===== src/rtl/result_writer_pkg.sv =====
// Shared definitions for the result writer and the MAC stage feeding it.
package result_writer_pkg;
  // Width of one MAC result; the MAC stage sizes its output from this too.
  localparam int RESULT_W = 20;

  typedef enum logic [1:0] {IDLE, RUN, DRAIN, DONE} state_t;
endpackage


===== src/rtl/result_fifo.sv =====
// Small synchronous FIFO between the MAC stage and the result RAM.
// Pointers carry one wrap bit so full and empty can be told apart.
// Push while full is safe when a pop happens in the same cycle: the slot
// being written is the one whose data is being read out combinationally.
module result_fifo #(
  parameter int DEPTH = 4,
  parameter int WIDTH = 20
) (
  input  logic                     clk,
  input  logic                     rst,
  input  logic                     clr,
  input  logic                     push,
  input  logic                     pop,
  input  logic [WIDTH-1:0]         wdata,
  output logic [WIDTH-1:0]         rdata,
  output logic                     full,
  output logic                     empty,
  output logic [$clog2(DEPTH):0]   count
);
  localparam int AW = $clog2(DEPTH);
  localparam int CW = AW + 1;

  logic [AW:0]      wr_ptr, rd_ptr;
  logic [WIDTH-1:0] mem [DEPTH];

  // Pointer update; clr restarts the FIFO at job start
  always_ff @(posedge clk or negedge rst) begin
    if (!rst) begin
      wr_ptr <= '0;
      rd_ptr <= '0;
    end else if (clr) begin
      wr_ptr <= '0;
      rd_ptr <= '0;
    end else begin
      if (push) wr_ptr <= wr_ptr + 1'b1;
      if (pop)  rd_ptr <= rd_ptr + 1'b1;
    end
  end

  // Storage write; data needs no reset
  always_ff @(posedge clk) begin
    if (push) mem[wr_ptr[AW-1:0]] <= wdata;
  end

  assign count = wr_ptr - rd_ptr;
  assign full  = (count == CW'(DEPTH));
  assign empty = (wr_ptr == rd_ptr);
  assign rdata = mem[rd_ptr[AW-1:0]];
endmodule


===== src/rtl/result_writer.sv =====
// Result writer: buffers MAC sums in a FIFO and writes them in order to the
// result RAM at BASE_ADDR onward, one job of NUM_RESULTS sums at a time.
// Optional feature macro RESULT_WRITER_MAX_EN adds running-maximum outputs
// (max_val / max_idx) tracked over the words written to RAM.
// A job whose results were dropped on overflow never reaches the full write
// count and stays in DRAIN until reset.
module result_writer
  import result_writer_pkg::*;
#(
  parameter int NUM_RESULTS = 64,
  parameter int ADDR_W      = 8,
  parameter int BASE_ADDR   = 0,
  parameter int FIFO_DEPTH  = 4
) (
  input  logic                clk,
  input  logic                rst,
  input  logic                start,
  input  logic                sum_valid,
  input  logic [RESULT_W-1:0] sum_in,
  output logic                stall,
  input  logic                ram_grant,
  output logic                ram_csn,
  output logic                ram_wen,
  output logic [ADDR_W-1:0]   ram_addr,
  output logic [RESULT_W-1:0] ram_wdata,
  output logic                busy,
  output logic                done,
  output logic                overflow
`ifdef RESULT_WRITER_MAX_EN
  ,
  output logic [RESULT_W-1:0] max_val,
  output logic [ADDR_W-1:0]   max_idx
`endif
);
  localparam int CNT_W = $clog2(NUM_RESULTS + 1);
  localparam int FC_W  = $clog2(FIFO_DEPTH) + 1;

  state_t              state;
  logic [CNT_W-1:0]    acc_cnt, wr_cnt;
  logic                fifo_full, fifo_empty;
  logic [FC_W-1:0]     fifo_count;
  logic [RESULT_W-1:0] head;
  logic                active, job_clr, push_try, push, pop;

  assign active   = (state == RUN) || (state == DRAIN);
  assign job_clr  = (state == IDLE) && start;
  assign pop      = active && !fifo_empty && ram_grant;
  assign push_try = (state == RUN) && sum_valid;
  // A full FIFO still takes the sum if the head leaves this cycle
  assign push     = push_try && (!fifo_full || pop);

  result_fifo #(
    .DEPTH (FIFO_DEPTH),
    .WIDTH (RESULT_W)
  ) u_fifo (
    .clk   (clk),
    .rst   (rst),
    .clr   (job_clr),
    .push  (push),
    .pop   (pop),
    .wdata (sum_in),
    .rdata (head),
    .full  (fifo_full),
    .empty (fifo_empty),
    .count (fifo_count)
  );

  // Job FSM with accept/write counters and sticky overflow
  always_ff @(posedge clk or negedge rst) begin
    if (!rst) begin
      state    <= IDLE;
      acc_cnt  <= '0;
      wr_cnt   <= '0;
      overflow <= 1'b0;
    end else begin
      if (pop) wr_cnt <= wr_cnt + 1'b1;
      case (state)
        IDLE: if (start) begin
          state    <= RUN;
          acc_cnt  <= '0;
          wr_cnt   <= '0;
          overflow <= 1'b0;
        end
        RUN: if (push_try) begin
          acc_cnt <= acc_cnt + 1'b1;
          if (!push) overflow <= 1'b1;
          if (acc_cnt == CNT_W'(NUM_RESULTS - 1)) state <= DRAIN;
        end
        DRAIN: if (fifo_empty && (wr_cnt == CNT_W'(NUM_RESULTS))) state <= DONE;
        DONE:    state <= IDLE;
        default: state <= IDLE;
      endcase
    end
  end

  // Two entries of headroom cover the sum already in flight in the MAC
  assign stall     = (fifo_count >= FC_W'(FIFO_DEPTH - 2));
  assign ram_csn   = !pop;
  assign ram_wen   = !pop;
  assign ram_addr  = pop ? ADDR_W'(BASE_ADDR) + ADDR_W'(wr_cnt) : '0;
  assign ram_wdata = pop ? head : '0;
  assign busy      = active;
  assign done      = (state == DONE);

`ifdef RESULT_WRITER_MAX_EN
  // Running maximum over written words; strict compare keeps the first tie
  always_ff @(posedge clk or negedge rst) begin
    if (!rst) begin
      max_val <= '0;
      max_idx <= '0;
    end else if (job_clr) begin
      max_val <= '0;
      max_idx <= '0;
    end else if (pop && (head > max_val)) begin
      max_val <= head;
      max_idx <= ram_addr;
    end
  end
`else
  // No maximum tracking in this build
`endif
endmodule


===== config.mk =====
export PLATFORM = sky130hd
export DESIGN_NAME = result_writer
export DESIGN_NICKNAME = d
export VERILOG_FILES = /design/src/rtl/result_writer_pkg.sv /design/src/rtl/result_fifo.sv /design/src/rtl/result_writer.sv
export SDC_FILE = /design/constraint.sdc
export NUM_CORES = 1
export LEC_CHECK = 0
export ABC_AREA = 0
export BUFFER_PORTS_ARGS = -buffer_cell sky130_fd_sc_hd__buf_2
export CORE_ASPECT_RATIO = 0.5
export CORE_MARGIN = 2
export CORE_UTILIZATION = 45
export CTS_BUF_LIST = sky130_fd_sc_hd__clkbuf_8
export CTS_CLUSTER_DIAMETER = 150
export CTS_CLUSTER_SIZE = 20
export DETAILED_ROUTE_END_ITERATION = 6
export MAX_ROUTING_LAYER = met4
export PLACE_DENSITY = 0.61
export SLEW_MARGIN = 20
export SYNTH_ARGS = -nofsm -noshare
export SYNTH_HDL_FRONTEND = slang
export SYNTH_HIERARCHICAL = 1
export SYNTH_SLANG_ARGS = --single-unit

===== constraint.sdc =====
create_clock -name clk -period 8.6 [get_ports clk]
set_input_delay 0.43 -clock clk [delete_from_list [all_inputs] [get_ports clk]]
set_output_delay 0.43 -clock clk [all_outputs]
set_load 0.01 [all_outputs]

==> impl_metrics.toml, run 1 <==
[floorplanning]
initial_utilization = 0.458
die-area_um2 = 11100
fp-row-count = 26
floorplan.die.height_um = 75.6
design.core.area_um2 = 10100
die_w_um = 147
pin_count = 59

[sta]
finClkSkew_ns = 0.0117
setup-violations-final = 0
slew_headroom = 0.279
final-hold-violation-count = 0
report.final.slew_viol_count = 0
post-route-period-util = 0.506
min_period_ns = 4.35
worst_pin_slew_ns = 1.08
max_freq_mhz = 230
tns_ns = 0
grt_setup_unrepaired = "false"

[pwr]
power.static_leakage_nw = 1.98
p_int_mw = 1.01
ir_drop_uv = 118
share_comb_of_total_power = 0.372
p_switching_mw = 0.527
power.share.clock = 0.195
pwr_density_cell_nw_per_um2 = 297
pwr-share-seq = 0.433
switching_share = 0.342

[setup_path]
worst_ep_required_time_ns = 8.59
cpLargestDelayFamily = "simple AND/OR/NAND/NOR gates"
cp-start-kind = "flop"
critical-path-top-cell-by-count = "sky130_fd_sc_hd__inv_1"
crit_slowest_cell = "sky130_fd_sc_hd__dfrtp_1"
crit_path_end_kind = "flop"
classification_of_the_worst_setup_path = "flop to flop"
timing.critical_path.slowest_cell_delay_ns = 1.01
worst_ep_arrival_ns = 4.34
crit_path_cell_trace = "inv_1 -> ha_1 -> and3_1 -> and3b_1 -> buf_4 -> inv_1 -> a21oi_1 -> and2_1"
timing.critical_path.buf_inv = 3
worst-path-max-fanout = 32

[final_layout]
nets = 389
final_core_utilization = 0.515
area_delta_synth_final_pct = 12.4
fillCellCount = 881
antenna_cells_inserted = 0
fin_cells = 492
seqCellArea_um2 = 2980
area_occupied_by_multi_input_gates_um2 = 1500
final_layout_size_suffix_gt1_frac = 0.295

[drt]
detail_route.iter0.violations = 130
detail_route.wl_per_cell_um = 17.3
vias_per_cell = 5.17
via_count = 2545
detailedRoute.firstPassIterationCount = 4
drtAntennaViolNets = 0
routed_wl_um = 8520
route.detailed.drc = 0

[clock_tree]
clkSlewWorstSetupHoldPaths_ns = 0.10
htree_levels = 3
clockBufferDepth = 2
tritoncts_num_sinks = 103
cts_tree = "yes"
cts_inserted_buffers = 9
root_buffer = "sky130_fd_sc_hd__clkbuf_8"
post_cts.resized_instances = 0
postCtsHoldBufs = 0
clock_latency_ns = 0.37
cts_setup_buffers = 0

[job]
drv_cap = 0

[synth]
synth-warning-count = 6
syn-cell-area_um2 = 4620
postSynthAreaPerCell_um2 = 15.9
syn_inst = 291
synthesis.nets = 332

[status]
status = "complete, no violations"

[placed_design]
count_of_input_and_output_buffers = 57
placedCellCount = 477
gpl.final_weighted_congestion = 0.711
hpwlAfterDp_um = 5500

[global_routing]
initial_antenna_violation_count = 0
first_global_vias = 2534
grtUsageTotal = 0.163
grt.overflow.total = 0
maximum_number_of_pins_on_one_net_before_global_route_repair = 33
global_route_wire_length_before_repair_um = 13100

[min_path]
timing.hold.worst.class = "input pin to asynchronous set/reset pin"
-- cell usage in the layout (no fill, tap or decap), drive strengths merged, types with 6 or more instances in the layout --
| cell | n |
|---|---|
| a21oi | 9 |
| and2 | 30 |
| buf | 59 |
| clkbuf | 9 |
| dfrtp | 23 |
| edfxtp | 80 |
| ha | 15 |
| inv | 15 |
| mux4 | 20 |
| nand2 | 13 |
| nand3 | 6 |
| nor2 | 17 |
| xnor2 | 7 |
-- metal layers --
metal / vias up / global-route usage / routed length [µm]
met3: 13 / 0.0467 / 358
met4: 0 / 0.0524 / 138
li1: 1187 / - / -
met2: 59 / 0.274 / 4170
met1: 1286 / 0.197 / 3860
met5: - / - / 0
-- flip-flops by register name, indices dropped and copies added (netlist names) --
signal / cells
wr_cnt: 7
u_fifo/mem: 80
u_fifo/rd_ptr: 3
acc_cnt: 7
overflow: 1
u_fifo/wr_ptr: 3
state: 2
-- through the flow --
stage / instance area (µm²) / total power, mW / hold slack (ns) / worst slack (ns)
floorplan: 4620 / 1.10 / 0.134 / 5.63
global placement: 5000 / 1.23 / 0.439 / 4.33
detailed placement: 5000 / 1.26 / 0.444 / 4.14
CTS: 5190 / 1.56 / 0.0330 / 4.11
global route: 5190 / 1.64 / 0.0438 / 3.87
finish: 5190 / 1.54 / 0.0310 / 4.25
-- power by group through the flow --
| stage | clock (mW) | combinational (mW) | sequential (mW) |
|---|---|---|---|
| 2_1_floorplan | 0 | 0.443 | 0.655 |
| 3_3_place_gp | 0 | 0.559 | 0.672 |
| 3_5_place_dp | 0 | 0.578 | 0.678 |
| 4_1_cts | 0.308 | 0.584 | 0.667 |
| 5_1_grt | 0.328 | 0.633 | 0.675 |
| 6_report | 0.300 | 0.573 | 0.666 |
-- worst reg2reg max path, stage by stage, from the launching register on --
cell and delay [ns]:
sky130_fd_sc_hd__dfrtp_1 1.01, sky130_fd_sc_hd__inv_1 0.21, sky130_fd_sc_hd__ha_1 0.33, sky130_fd_sc_hd__and3_1 0.19, sky130_fd_sc_hd__and3b_1 0.21, sky130_fd_sc_hd__buf_4 0.32, sky130_fd_sc_hd__inv_1 0.20, sky130_fd_sc_hd__a21oi_1 0.55
sky130_fd_sc_hd__and2_1 0.94
-- layout make-up --
class                      instances  share of cell area
multi-input combinational        163               0.289
sequential                       103               0.574
tap                              140              0.0338
clock inverter                     6              0.0135
inverter                          12             0.00868
timing repair buffer              59              0.0579
clock buffer                       9              0.0239
-- final timing paths --
path,startpoint,end,slack (ns),depth (start not counted)
max,u_fifo/rd_ptr[1],u_fifo/mem[0][10],4.25,8
min,rst,wr_cnt[6],0.03,1
max reg2reg,u_fifo/rd_ptr[1],u_fifo/mem[0][10],4.25,8
min reg2reg,wr_cnt[0],wr_cnt[0],0.57,2
max in group asynchronous,rst,acc_cnt[4],8.21,1
min in group clk,sum_in[3],u_fifo/mem[0][3],0.27,1
Note: power is estimated with default switching activity, not from simulation.
==> inputs of run 2 (changes only) <==
==> constraint.sdc (replaced) <==
create_clock -name clk -period 4.4 [get_ports clk]
set_input_delay 0.22 -clock clk [delete_from_list [all_inputs] [get_ports clk]]
set_output_delay 0.22 -clock clk [all_outputs]
set_load 0.01 [all_outputs]
==> impl_metrics.toml, run 2 (synthesized netlist as in run 1, its figures left out) <==
[final_layout]
nets = 391
area_delta_synth_final_pct = 12.2
most_common_library_cell_in_the_layout_ignoring_fill_and_taps = "sky130_fd_sc_hd__edfxtp_1"
mostFrequentLayoutCells = "80 x sky130_fd_sc_hd__edfxtp_1, 57 x sky130_fd_sc_hd__buf_2, 29 x sky130_fd_sc_hd__and2_1"
final_layout_size_suffix_gt1_frac = 0.296
fillCellCount = 876
largest_register_ffs = 80
area_occupied_by_multi_input_gates_um2 = 1500
antenna_cells_inserted = 0
seqCellArea_um2 = 2980

[setup_path]
worst_ep_required_time_ns = 4.39
critical_r2r_launch = "u_fifo/wr_ptr[0]"
cp-start-kind = "flop"
worst-path-max-fanout = 20
crit_path_cell_trace = "inv_1 -> ha_1 -> inv_1 -> fa_1 -> or3b_2 -> mux2i_1 -> a21oi_1 -> and2_1"
critical-path-top-cell-by-count = "sky130_fd_sc_hd__inv_1"
classification_of_the_worst_setup_path = "flop to flop"
timing.critical_path.slowest_cell_delay_ns = 0.94
crit_slowest_cell = "sky130_fd_sc_hd__and2_1"
rrSetupSlack_ns = 1.10
regToRegEndpoint = "u_fifo/mem[1][10]"
crit_path_end_kind = "flop"
worst_ep_arrival_ns = 3.29
r2r_cells = 8

[min_path]
hold_path_end = "u_fifo/mem[3][0]"
timing.hold.worst_path_depth = 1
timing.hold.worst.class = "input pin to flop"
holdCritStartpoint = "sum_in[0]"

[global_routing]
grtUsageMet1 = 0.208
grt_util_met2 = 0.278
grt_most_used_layer = "met2"
grt.overflow.total = 0
globalRouteMet3Util = 0.0509
first_global_vias = 2557
global_route_wire_length_before_repair_um = 13500
maximum_number_of_pins_on_one_net_before_global_route_repair = 32
grtUsageTotal = 0.167
initial_antenna_violation_count = 0

[pwr]
p_int_mw = 1.92
power.static_leakage_nw = 1.99
share_comb_of_total_power = 0.389
pwr-share-seq = 0.430
p_switching_mw = 1.04
p_total_mw = 2.96
ir_drop_uv = 208
power.share.clock = 0.181
switching_share = 0.351
pwr_density_cell_nw_per_um2 = 572

[drt]
detailedRoute.firstPassIterationCount = 5
vias_per_cell = 5.17
via_count = 2561
route.detailed.drc = 0
detail_route.wl_per_cell_um = 17.4
routed_wl_um = 8590
detail_route.iter0.violations = 141
drtAntennaViolNets = 0

[sta]
finClkSkew_ns = 0.00664
slew_headroom = 0.276
report.final.slew_viol_count = 0
whs_ns = 0.0609
grt_setup_unrepaired = "false"
min_period_ns = 3.30
setup-violations-final = 0
max_freq_mhz = 303
worst_pin_slew_ns = 1.09
tns_ns = 0
post-route-period-util = 0.751
final-hold-violation-count = 0

[clock_tree]
clock_latency_ns = 0.37
cts_tree = "yes"
clockBufferDepth = 2
cts_setup_buffers = 0
clkSlewWorstSetupHoldPaths_ns = 0.09
post_cts.resized_instances = 0
cts_inserted_buffers = 9
tritoncts_num_sinks = 103
htree_levels = 3
root_buffer = "sky130_fd_sc_hd__clkbuf_8"

[floorplanning]
initial_utilization = 0.458
die_w_um = 147
fp-row-count = 26
pin_count = 59
die-area_um2 = 11100
design.core.area_um2 = 10100
floorplan.die.height_um = 75.6

[placed_design]
hpwlAfterDp_um = 5710
count_of_input_and_output_buffers = 57
gpl.final_weighted_congestion = 0.757

[job]
drv_cap = 0

[status]
status = "complete, no violations"
run 2: cell type report:
class | count | area share
Inverter | 12 | 0.00869
Timing Repair Buffer | 61 | 0.0613
Clock inverter | 7 | 0.00893
Clock buffer | 9 | 0.0239
Tap cell | 140 | 0.0338
Sequential cell | 103 | 0.574
Multi-Input combinational cell | 163 | 0.289
run 2: worst max-delay path by stage:
stage | start | to | cells after the start
after floorplan | u_fifo/rd_ptr[1] | u_fifo/mem[2][0] | 10
after global placement | u_fifo/wr_ptr[0] | u_fifo/mem[1][9] | 8
after detailed placement | u_fifo/wr_ptr[0] | u_fifo/mem[2][4] | 8
after CTS | u_fifo/wr_ptr[0] | u_fifo/mem[2][13] | 8
after global routing | u_fifo/wr_ptr[0] | u_fifo/mem[0][6] | 8
final | u_fifo/wr_ptr[0] | u_fifo/mem[1][10] | 8
run 2: routing by layer:
metal / up-vias / wire (µm) / share of wire
met5: - / 0 / 0
met4: 0 / 67 / 0.0078
met3: 8 / 342 / 0.040
met2: 55 / 4250 / 0.49
met1: 1313 / 3940 / 0.46
li1: 1185 / - / -
run 2: metrics by stage:
step / instances / area (µm²) / util / setup WS (ns)
2_1_floorplan: 291 / 4620 / - / 1.43
3_3_place_gp: 478 / 5000 / 0.496 / 1.20
3_5_place_dp: 478 / 5000 / 0.496 / 1.09
4_1_cts: 495 / 5180 / 0.514 / 1.09
5_1_grt: 495 / 5180 / 0.514 / 0.818
6_report: 495 / 5180 / 0.514 / 1.10
run 2: power groups by stage:
stage                     sequential (mW)  combinational (mW)  clock [mW]
final                                1.27                1.15       0.537
after CTS                            1.28                1.17       0.554
after global placement               1.29                1.13           0
after detailed placement             1.30                1.17           0
after floorplan                      1.28               0.866           0
after global routing                 1.29                1.28       0.596
run 2: critical path: cells and delay by family (launching register included):
kind,cells,cell delay (ns)
compound gates,1,0.51
buf+inv,2,0.17
fa+ha+maj,2,0.65
simple gates,2,1.06
flops,1,0.44
mux,1,0.08
run 2: what timing repair did:
action | in CTS | in global routing
setup endpoints to repair | 0 | 0
endpoints found under the hold margin | 23 | 0
hold buffers | 1 | 0
==> inputs of run 3 (changes only) <==
--- a/config.mk
+++ b/config.mk
@@ -5,7 +5,7 @@
 export SDC_FILE = /design/constraint.sdc
 export NUM_CORES = 1
 export LEC_CHECK = 0
-export ABC_AREA = 0
+export ABC_AREA = 1
 export BUFFER_PORTS_ARGS = -buffer_cell sky130_fd_sc_hd__buf_2
 export CORE_ASPECT_RATIO = 0.5
 export CORE_MARGIN = 2
@@ -15,7 +15,7 @@
 export CTS_CLUSTER_SIZE = 20
 export DETAILED_ROUTE_END_ITERATION = 6
 export MAX_ROUTING_LAYER = met4
-export PLACE_DENSITY = 0.61
+export PLACE_DENSITY = 0.6
 export SLEW_MARGIN = 20
 export SYNTH_ARGS = -nofsm -noshare
 export SYNTH_HDL_FRONTEND = slang
==> constraint.sdc (replaced) <==
create_clock -name clk -period 3.4 [get_ports clk]
set_input_delay 0.17 -clock clk [delete_from_list [all_inputs] [get_ports clk]]
set_output_delay 0.17 -clock clk [all_outputs]
set_load 0.01 [all_outputs]
==> impl_metrics.toml, run 3 <==
[clock_tree]
htree_levels = 3
clock_latency_ns = 0.36
clockBufferDepth = 2
cts_tree = "yes"
cts_setup_buffers = 0
postCtsHoldBufs = 4
cts_inserted_buffers = 9
tritoncts_num_sinks = 103
post_cts.resized_instances = 0
root_buffer = "sky130_fd_sc_hd__clkbuf_8"
clkSlewWorstSetupHoldPaths_ns = 0.10

[drt]
detail_route.wl_per_cell_um = 12.2
routed_wl_um = 8420
route.detailed.drc = 0
detailedRoute.firstPassIterationCount = 4
via_count = 3273
vias_per_cell = 4.74
detail_route.iter0.violations = 128
drtAntennaViolNets = 0

[sta]
report.final.slew_viol_count = 0
worst_pin_slew_ns = 0.923
slew_headroom = 0.384
min_period_ns = 2.85
setup-violations-final = 0
max_freq_mhz = 351
grt_setup_unrepaired = "false"
final-hold-violation-count = 0
post-route-period-util = 0.837
finClkSkew_ns = 0.0131
tns_ns = 0

[final_layout]
area_delta_synth_final_pct = 11.3
antenna_cells_inserted = 0
nets = 586
final_layout_size_suffix_gt1_frac = 0.153
final_core_utilization = 0.525
largest_register_ffs = 80
mostFrequentLayoutCells = "98 x sky130_fd_sc_hd__inv_1, 88 x sky130_fd_sc_hd__nand2_1, 80 x sky130_fd_sc_hd__edfxtp_1"
most_common_library_cell_in_the_layout_ignoring_fill_and_taps = "sky130_fd_sc_hd__inv_1"

[pwr]
p_switching_mw = 1.50
pwr_density_cell_nw_per_um2 = 701
p_total_mw = 3.83
p_int_mw = 2.33
power.static_leakage_nw = 2.51
share_comb_of_total_power = 0.396
power.share.clock = 0.185
ir_drop_uv = 404
pwr-share-seq = 0.419
switching_share = 0.391

[global_routing]
grt.overflow.total = 0
global_route_wire_length_before_repair_um = 14300
initial_antenna_violation_count = 0
maximum_number_of_pins_on_one_net_before_global_route_repair = 83
grtUsageTotal = 0.162
first_global_vias = 3106

[setup_path]
worst_ep_required_time_ns = 3.39
classification_of_the_worst_setup_path = "flop to flop"
worst_ep_arrival_ns = 2.83
critical-path-top-cell-by-count = "sky130_fd_sc_hd__inv_1"
timing.critical_path.slowest_cell_delay_ns = 0.64
worst-path-max-fanout = 20
timing.critical_path.buf_inv = 4
cpLargestDelayFamily = "buffers and inverters"
crit_path_cell_trace = "inv_1 -> ha_1 -> inv_1 -> fa_1 -> or2_2 -> a21oi_1 -> nand2_1 -> nand3_1 -> inv_1 -> nand2_1 -> inv_1"
crit_path_end_kind = "flop"
crit_slowest_cell = "sky130_fd_sc_hd__inv_1"
cp-start-kind = "flop"

[synth]
ys_top_cells_by_count = "98 x sky130_fd_sc_hd__inv_1, 88 x sky130_fd_sc_hd__nand2_1, 80 x sky130_fd_sc_hd__edfxtp_1"
synth-warning-count = 6
postSynthAreaPerCell_um2 = 10.0
synthDistinctLibCells = 28
syn_inst = 490
synth_compound_gate_area_share = 0.0940
synth_enable_flop_cells = 80
syn-cell-area_um2 = 4910
synthAdderAreaFrac = 0.0423
share_of_cell_area_taken_by_muxes_after_synthesis = 0
synthesis.nets = 531
post_synth_and_or_nand_nor_area_fraction = 0.140
yosysMostFrequentCell = "sky130_fd_sc_hd__inv_1"
ys_async_sr_fraction = 0.223
synth.top_cell.area_share = 0.489
seq_area_frac_synth = 0.607
synth.top_cells.by_area = "sky130_fd_sc_hd__edfxtp_1 49%, sky130_fd_sc_hd__dfrtp_1 12%, sky130_fd_sc_hd__inv_1 7.5%"
ys_seq_elements = 103
ys.flop_type = "sky130_fd_sc_hd__edfxtp_1"
cell_type_with_the_largest_total_area_after_synthesis = "sky130_fd_sc_hd__edfxtp_1"
yosys.area_share.xor_xnor = 0.00535
synth_top_family_by_area = "simple AND/OR/NAND/NOR gates"

[floorplanning]
fp-row-count = 26
design.core.area_um2 = 10400
initial_utilization = 0.472
pin_count = 59
die-area_um2 = 11800
floorplan.die.height_um = 77.9
die_w_um = 152

[job]
drv_cap = 0

[placed_design]
count_of_input_and_output_buffers = 57
hpwlAfterDp_um = 5420
gpl.final_weighted_congestion = 0.756

[min_path]
timing.hold.worst.class = "input pin to flop"

[status]
status = "complete, no violations"
==> run 3: worst paths after layout <==
kind	startpoint	endpoint	slack (ns)	depth (start not counted)
max	u_fifo/wr_ptr[0]	u_fifo/mem[3][14]	0.55	11
min	sum_in[3]	u_fifo/mem[2][3]	0.02	1
max reg2reg	u_fifo/wr_ptr[0]	u_fifo/mem[3][14]	0.55	11
min reg2reg	overflow	overflow	0.52	2
max in group asynchronous	rst	u_fifo/rd_ptr[0]	2.70	2
min in group asynchronous	rst	wr_cnt[5]	0.31	2
==> run 3: final cells by class <==
type,count,area [µm²]
multi-input combinational,266,1390
fill,959,4940
clock buffer,9,124
timing repair buffer,66,368
clock inverter,7,61.3
inverter,99,372
sequential,103,2980
tap,140,175
==> run 3: power by group through the flow <==
stage	Combinational [mW]	Clock (mW)	Sequential, mW
6_report	1.52	0.707	1.61
2_1_floorplan	1.24	0	1.62
5_1_grt	1.78	0.776	1.62
3_3_place_gp	1.52	0	1.63
3_5_place_dp	1.54	0	1.63
4_1_cts	1.55	0.739	1.61
==> run 3: metrics by stage <==
stage                     setup WS, ns  hold slack (ns)  instances  area (µm²)
after CTS                        0.480         0.000349        688        5450
after detailed placement         0.521            0.194        668        5220
after global routing             0.292          0.00419        690        5470
final                            0.554           0.0220        690        5470
after floorplan                  0.907           -0.126        490        4910
after global placement           0.565            0.196        668        5220
==> run 3: kinds of logic (layout without fill, tap and decap cells) <==
| family | after synthesis | after routing |
|---|---|---|
| compound gates | 79 | 79 |
| buf+inv | 121 | 181 |
| simple gates | 167 | 167 |
| other cells | 1 | 1 |
| xor+xnor | 3 | 3 |
| flops | 103 | 103 |
| fa+ha+maj | 16 | 16 |
==> run 3: routing by layer <==
layer | track usage | vias to the layer above | part of all wire | routed length [µm]
met5 | - | - | 0 | 0
met4 | 0.0472 | 0 | 0.013 | 108
met3 | 0.0512 | 10 | 0.051 | 427
met2 | 0.259 | 56 | 0.45 | 3790
met1 | 0.200 | 1517 | 0.49 | 4100
li1 | - | 1690 | - | -
